File: src/rtl/clk_div_bank.sv
`default_nettype none
// ============================================================================
// Module   : clk_div_bank
// Purpose  : Bank of runtime-programmable integer dividers producing tick
//            enables and optional near-50% square outputs.
// Revision : 1.0 - initial release
// ============================================================================
module clk_div_bank #(
  parameter int NCH         = 4,
  parameter int DIV_W       = 8,
  parameter int DEFAULT_DIV = 6,
  localparam int CH_W       = (NCH > 1) ? $clog2(NCH) : 1
) (
  input  logic             clk,
  input  logic             reset,
  input  logic [NCH-1:0]   en,
  input  logic             sync,
  input  logic             cfg_valid,
  output logic             cfg_ready,
  input  logic [CH_W-1:0]  cfg_ch,
  input  logic [DIV_W-1:0] cfg_div,
  input  logic             cfg_mode,
  output logic             cfg_err,
  output logic [NCH-1:0]   tick,
  output logic [NCH-1:0]   clk_out
);

  localparam logic [DIV_W-1:0] C_DEF_DIV = DIV_W'(DEFAULT_DIV);
  localparam logic [DIV_W-1:0] C_MIN_DIV = DIV_W'(2);
  localparam logic [DIV_W-1:0] C_ONE     = DIV_W'(1);
  localparam logic [CH_W:0]    C_NCH     = (CH_W+1)'(NCH);

  logic [NCH-1:0] w_pending;
  logic           w_ch_ok;
  logic           w_bad;
  logic           w_accept;
  logic           r_err;

  // Out-of-range channels never stall the port; they are rejected instead.
  assign w_ch_ok   = ({1'b0, cfg_ch} < C_NCH);
  assign cfg_ready = w_ch_ok ? ~w_pending[cfg_ch] : 1'b1;
  assign w_accept  = cfg_valid & cfg_ready;
  assign w_bad     = ~w_ch_ok | (cfg_div < C_MIN_DIV);
  assign cfg_err   = r_err;

  always_ff @(posedge clk or posedge reset) begin
    if (reset) begin
      r_err <= 1'b0;
    end else begin
      r_err <= w_accept & w_bad;
    end
  end

  for (genvar i = 0; i < NCH; i++) begin : g_ch
    logic [DIV_W-1:0] r_div;
    logic [DIV_W-1:0] r_sdiv;
    logic [DIV_W-1:0] r_cnt;
    logic             r_mode;
    logic             r_smode;
    logic             r_pend;
    logic             r_tick;
    logic             r_clk;
    logic             w_wr;
    logic             w_wrap;
    logic             w_bound;
    logic             w_mode_n;
    logic [DIV_W-1:0] w_half;
    logic [DIV_W-1:0] w_cnt_inc;

    assign w_wr      = w_accept & ~w_bad & (cfg_ch == CH_W'(i));
    assign w_wrap    = (r_cnt == (r_div - C_ONE));
    assign w_bound   = ~en[i] | sync | w_wrap;
    assign w_mode_n  = r_pend ? r_smode : r_mode;
    assign w_half    = r_div - (r_div >> 1);
    assign w_cnt_inc = r_cnt + C_ONE;

    always_ff @(posedge clk or posedge reset) begin
      if (reset) begin
        r_div   <= C_DEF_DIV;
        r_mode  <= 1'b0;
        r_sdiv  <= C_DEF_DIV;
        r_smode <= 1'b0;
        r_pend  <= 1'b0;
        r_cnt   <= '0;
        r_tick  <= 1'b0;
        r_clk   <= 1'b0;
      end else begin
        if (w_bound && r_pend) begin
          r_div  <= r_sdiv;
          r_mode <= r_smode;
          r_pend <= 1'b0;
        end
        // A write is only accepted while nothing is pending, so it never
        // collides with the apply above and waits for the next boundary.
        if (w_wr) begin
          r_sdiv  <= cfg_div;
          r_smode <= cfg_mode;
          r_pend  <= 1'b1;
        end
        if (!en[i]) begin
          r_cnt  <= '0;
          r_tick <= 1'b0;
          r_clk  <= 1'b0;
        end else if (sync) begin
          r_cnt  <= '0;
          r_tick <= 1'b0;
          r_clk  <= w_mode_n;
        end else if (w_wrap) begin
          r_cnt  <= '0;
          r_tick <= 1'b1;
          r_clk  <= w_mode_n;
        end else begin
          r_cnt  <= w_cnt_inc;
          r_tick <= 1'b0;
          r_clk  <= r_mode & (w_cnt_inc < w_half);
        end
      end
    end

    assign w_pending[i] = r_pend;
    assign tick[i]      = r_tick;
    assign clk_out[i]   = r_clk;
  end

endmodule
`default_nettype wire
File: config.mk
export PLATFORM = sky130hd
export DESIGN_NAME = clk_div_bank
export DESIGN_NICKNAME = d
export VERILOG_FILES = /design/src/rtl/clk_div_bank.sv
export SDC_FILE = /design/constraint.sdc
export NUM_CORES = 1
export LEC_CHECK = 0
export BUFFER_PORTS_ARGS = -buffer_cell sky130_fd_sc_hd__buf_2
export CORE_ASPECT_RATIO = 0.7
export CORE_UTILIZATION = 40
export DETAILED_ROUTE_END_ITERATION = 7
export SYNTH_ARGS = -nofsm -noshare
export SYNTH_HDL_FRONTEND = slang
export SYNTH_SLANG_ARGS = --single-unit
File: constraint.sdc
create_clock -name clk -period 5.6 [get_ports clk]
set_clock_uncertainty 0.05 [all_clocks]
set_input_delay 1.12 -clock clk [delete_from_list [all_inputs] [get_ports clk]]
set_output_delay 1.12 -clock clk [all_outputs]
set_load 0.01 [all_outputs]
# [Yosys cells after proc, flatten, opt, wreduce, memory -nomap -nowiden]
# Cells that the tools add are included.
[classes] n_addsub=12 n_lt_le_gt_ge=6 n_eq_ne=7 mux=50 n_bitwise=25 n_reduce_logical=9
[op_table] cell="8-bit 2-to-1 mux" n=12
[op_table] cell="1-bit 2-to-1 mux" n=37
[op_table] cell="8-bit by 1-bit adder with 8-bit output, second input constant" n=4
[op_table] cell="8-bit equality test" n=4
[op_table] cell="8-bit < comparator" n=4
[op_table] cell="8-bit by 1-bit subtractor with 8-bit output, second input constant" n=4
[op_table] cell="8-bit by 7-bit subtractor with 8-bit output" n=4
[op_table] cell="1-bit bitwise AND" n=11
[op_table] cell="8-bit by 2-bit < comparator with 1-bit output, second input constant" n=1
[op_table] cell="1-bit OR" n=8
[op_table] cell="2-bit nonzero test" n=4
[op_table] cell="1-bit inverter" n=6
[op_table] cell="2-bit equality test, second input constant" n=2
[op_table] cell="1-bit logical AND" n=4
[op_table] cell="2-bit by 3-bit < comparator with 1-bit output, second input constant" n=1
[op_table] cell="1-bit binary-select mux with 2-bit select" n=1
[op_table] cell="2-bit by 1-bit equality test with 1-bit output, second input constant" n=1
[op_table] cell="2-bit zero test" n=1
[totals] register_bits=117 out_inout_bits=10 word_cells=142

# [Longest topological paths before layout]
[depth] ltp_word=7 mapped_depth=16

# [Worst setup path after synthesis]
# Ideal clock, no wire load.
[synth_path] kind="reg-to-reg" startpoint="register g_ch[2].r_div[1]" endpoint="register g_ch[2].r_clk" t_arrival_ps=2922 required_time_ps=5481 setup_slack_ps=2559 path_stages_with_launch=16 path_buffers=0 synth_period_minus_slack_ps=3041 path_cell_list="dfstp_2 ha_1 inv_1 fa_1 a21o_1 a21oi_1 o21ba_2 o21bai_1 xnor2_1 ha_1 and4_1 o21ai_0 a21oi_1 nor4bb_1 a31oi_1 nand3_1"
[synth_via] elab_chain_len=6 word_cells_on_any_way=8 cone_classes="add/sub: 2; order compare: 1; eq/ne: 1; mux: 3; bitwise: 1"
[synth_lines] item="from (decl)" line_no="55" source="logic [DIV_W-1:0] r_div;"
[synth_lines] item="from (signal assigned)" line_no="89" source="r_div <= r_sdiv;"
[synth_lines] item="8-bit by 7-bit subtractor with 8-bit output" line_no="74" source="assign w_half = r_div - (r_div >> 1);"
[synth_lines] item="8-bit < comparator" line_no="115" source="r_clk <= r_mode & (w_cnt_inc < w_half);"
[synth_lines] item="1-bit bitwise AND" line_no="115"
[synth_lines] item="1-bit 2-to-1 mux *" line_no="108" source="end else if (w_wrap) begin"
[synth_lines] item="1-bit 2-to-1 mux *" line_no="104" source="end else if (sync) begin"
[synth_lines] item="1-bit 2-to-1 mux *" line_no="100" source="if (!en[i]) begin"
[synth_lines] item="to (signal assigned)" line_no="107" source="r_clk <= w_mode_n;"
[synth_lines] item="to (signal assigned)" line_no="111" source="r_clk <= w_mode_n;"
[synth_lines] item="to (signal assigned)" line_no="115"
[synth_lines] item="to (decl)" line_no="62" source="logic r_clk;"
# Mark *: on every way between the ends. The rest lies on a longest branch, timed or not.
# A chain may end at the register's enable or synchronous reset.

# [Final worst setup path]
[layout_path] startpoint="input port cfg_ch[0]" endpoint="output port cfg_ready"
[layout_via] elab_chain_len=3
[layout_lines] item="from (decl)" line_no="20" source="input logic [CH_W-1:0] cfg_ch,"
[layout_lines] item="1-bit binary-select mux with 2-bit select" line_no="41" source="assign cfg_ready = w_ch_ok ? ~w_pending[cfg_ch] : 1'b1;"
[layout_lines] item="1-bit 2-to-1 mux (not written as such)" line_no="41"
[layout_lines] item="1-bit inverter" line_no="41"
[layout_lines] item="to (decl)" line_no="19" source="output logic cfg_ready,"
# Every way passes these cells. The select of a mux whose other input is x is not followed.

==> impl_metrics.toml <==
[setup_path]
cp-end-kind = "output port"
crit_path_max_fanout = 6
r2r_slack_ns = 2.29
worstPathRequired_ns = 4.43
path_class = "in2out"
reg2reg_from = "g_ch[2].r_div[1]"
cp-start-kind = "primary input"
cp.arrival_ns = 2.15
r2r_cells = 15
crit-reg2reg-capture = "g_ch[2].r_clk"

[floorplanning]
die_y_um = 124
start_util_pct = 41.0
core_area_um2 = 20800
die_w_um = 176
rows = 44
die_area_um2 = 21800
top_level_ports = 29

[timing]
slew_headroom_pct = 21.7
timing.fmax_ghz = 0.301
period_minus_slack_ns = 3.32
finalSetupViolations = 0
slew_violations = 0
grt_setup_unrepaired = "no"
hold_ws_ns = 0.439
fin_crit_sh_pct = 59.3
tightest_slew_ns = 1.17
final_hold_viol_count = 0
tns_ns = 0

[synth]
yosysMostFrequentCell = "dfrtp_1"
yosys-top-cells-area = "dfrtp_1 30%, ha_1 15%, xnor2_1 7.9%"
yosysUniqueCellTypes = 65
syn_nets = 990
yosysTopAreaCellShare_pct = 29.7
netlist_area_um2 = 8500
synth-seq-area-share_pct = 34.7
avgSynthCellArea_um2 = 9.80
synth_edf_count = 0
ys_seq_elements = 117
netlist_instances = 867
ys.flop_type = "dfrtp_1"
async_flop_share_pct = 100
yosysTopAreaCell = "dfrtp_1"
synth_commonest_cells = "101 x dfrtp_1, 100 x ha_1, 77 x xnor2_1"
yosysWarnings = 0

[clock_tree]
cts-root-buf = "clkbuf_16"
cts_tree = "built"
cts_sinks = 117
cts_setup_buffers = 0
post_cts_resized = 0
clockBufferDepth = 2
htreeDepth = 4
clk_pin_slew_worst_paths_ns = 0.05
worst_skew_pair.late_latency_ns = 0.41
ctsHoldBuffers = 0
cts_buffers = 17

[global_routing]
grt_max_degree = 44
grt_pass1_vias = 6117
globalRoute.totalOverflow = 0
grt_pass1_wl_um = 32500
grt_util_all_layers_pct = 19.3
antenna_found_initial = 0

[finish]
n_fill_cell = 1969
multiInputGateArea_um2 = 5140
nets = 1005
fin_area_um2 = 9520
antennaDiodeCount = 0
ff_latch_area_um2 = 2950
syn_to_final_growth_pct = 12.0
drive_gt1_share_pct = 14.7

[power]
p_comb_share_pct = 39.2
p_leak_nw = 4.37
p_switching_mw = 1.43
ir_drop_uv = 217
internal_power_mw = 2.63
power_frac_seq_pct = 29.2
power_frac_clock_pct = 31.5
swShare_pct = 35.1
power_per_cell_area_nw_per_um2 = 426

[placed_design]
gp_congestion = 0.789
placedInstanceArea_um2 = 8850
portBuffers = 28
dp_hpwl_um = 14200

[worst_hold_path]
hp-start = "g_ch[2].r_sdiv[3]"
whs_path_depth = 1
hold_end = "g_ch[2].r_sdiv[3]"
hold_class = "reg2reg"

[routing]
drc_errors = 0
drt_pass1_iterations = 5
avgViaCountPerCell = 5.22
drt_iter0_markers = 308
drtAntennaViolNets = 0
via_count = 6115
wire_per_inst_um = 16.5
totalWireLength_um = 19300

[job]
drv_cap = 0

[outcome]
status = "completed"
critical path: stages:
cell	delay (ns)
buf_2	0.24
mux4_2	0.56
inv_2	0.08
buf_2	0.14
metrics by stage:
step / total power [mW] / util (%) / worst slack (ns) / instances
3_5_place_dp: 2.78 / 42.6 / 2.28 / 1139
5_1_grt: 4.38 / 45.9 / 2.08 / 1171
3_3_place_gp: 2.75 / 42.6 / 2.28 / 1139
2_1_floorplan: 2.44 / - / 1.36 / 867
4_1_cts: 4.09 / 45.9 / 2.27 / 1171
6_report: 4.06 / 45.9 / 2.28 / 1171
logic make-up (layout without fill, tap and decap cells):
kind of cell    after synthesis  count (layout)  synth area share, %
compound gates              173             173                 14.5
flops                       117             117                 34.7
xor+xnor                    101             101                 10.7
mux                          39              39                 5.27
simple gates                232             232                 14.2
fa+ha+maj                   104             104                 15.7
buf+inv                     101             129                 4.98
state kept, by name, indices dropped and copies added, names as in the netlist:
register	flops
g_ch.r_mode	4
g_ch.r_sdiv	32
cfg_err	1
g_ch.r_clk	4
g_ch.r_tick	4
g_ch.r_smode	4
g_ch.r_pend	4
g_ch.r_div	32
g_ch.r_cnt	32
per-layer routing:
metal,wire [µm],up-vias,GRT usage (%),part of all wire (%)
met2,7880,92,27.7,41
met5,0,-,0,0
met4,137,0,4.67,0.71
met3,641,13,3.42,3.3
met1,10600,2957,29.7,55
li1,-,3053,-,-
power groups by stage:
| stage | Clock [mW] | Sequential (mW) | Combinational, mW |
|---|---|---|---|
| final | 1.28 | 1.18 | 1.59 |
| after global routing | 1.34 | 1.21 | 1.84 |
| after CTS | 1.30 | 1.18 | 1.61 |
| after detailed placement | 0 | 1.20 | 1.59 |
| after global placement | 0 | 1.19 | 1.56 |
| after floorplan | 0 | 1.14 | 1.30 |
worst max path at each step:
stage | start | to | cells past startpoint
floorplan | reset | cfg_err | 1
global route | g_ch[2].r_div[1] | g_ch[2].r_clk | 15
global placement | cfg_ch[0] | cfg_ready | 4
CTS | cfg_ch[0] | cfg_ready | 4
finish | cfg_ch[0] | cfg_ready | 4
detailed placement | cfg_ch[0] | cfg_ready | 4
placed cells by master (no fill, tap or decap), types with 8 or more instances in the layout:
cell and instances:
dfrtp_1 101, ha_1 100, xnor2_1 76, nand2_1 76
inv_1 62, o211ai_1 55, nor2_1 36, mux2_2 35
buf_2 28, nand3_1 25, xor2_1 22, a21oi_1 21
and2_1 21, o21ai_0 19, clkbuf_16 17, nor2b_1 16
nand2b_1 16, dfstp_2 16, and3_1 10, a31oi_1 10
a21o_1 10, o22ai_1 9, o311ai_0 9, o21bai_1 8
final cells by class:
cell class,count,area share [%]
multi-input cells,649,54.0
repair buffers,31,1.71
inverters,66,2.63
flip-flops and latches,117,31.0
well taps,276,3.63
clock inverters,9,2.08
clock buffers,23,5.02
No activity file was read; power rests on OpenSTA's default activity.
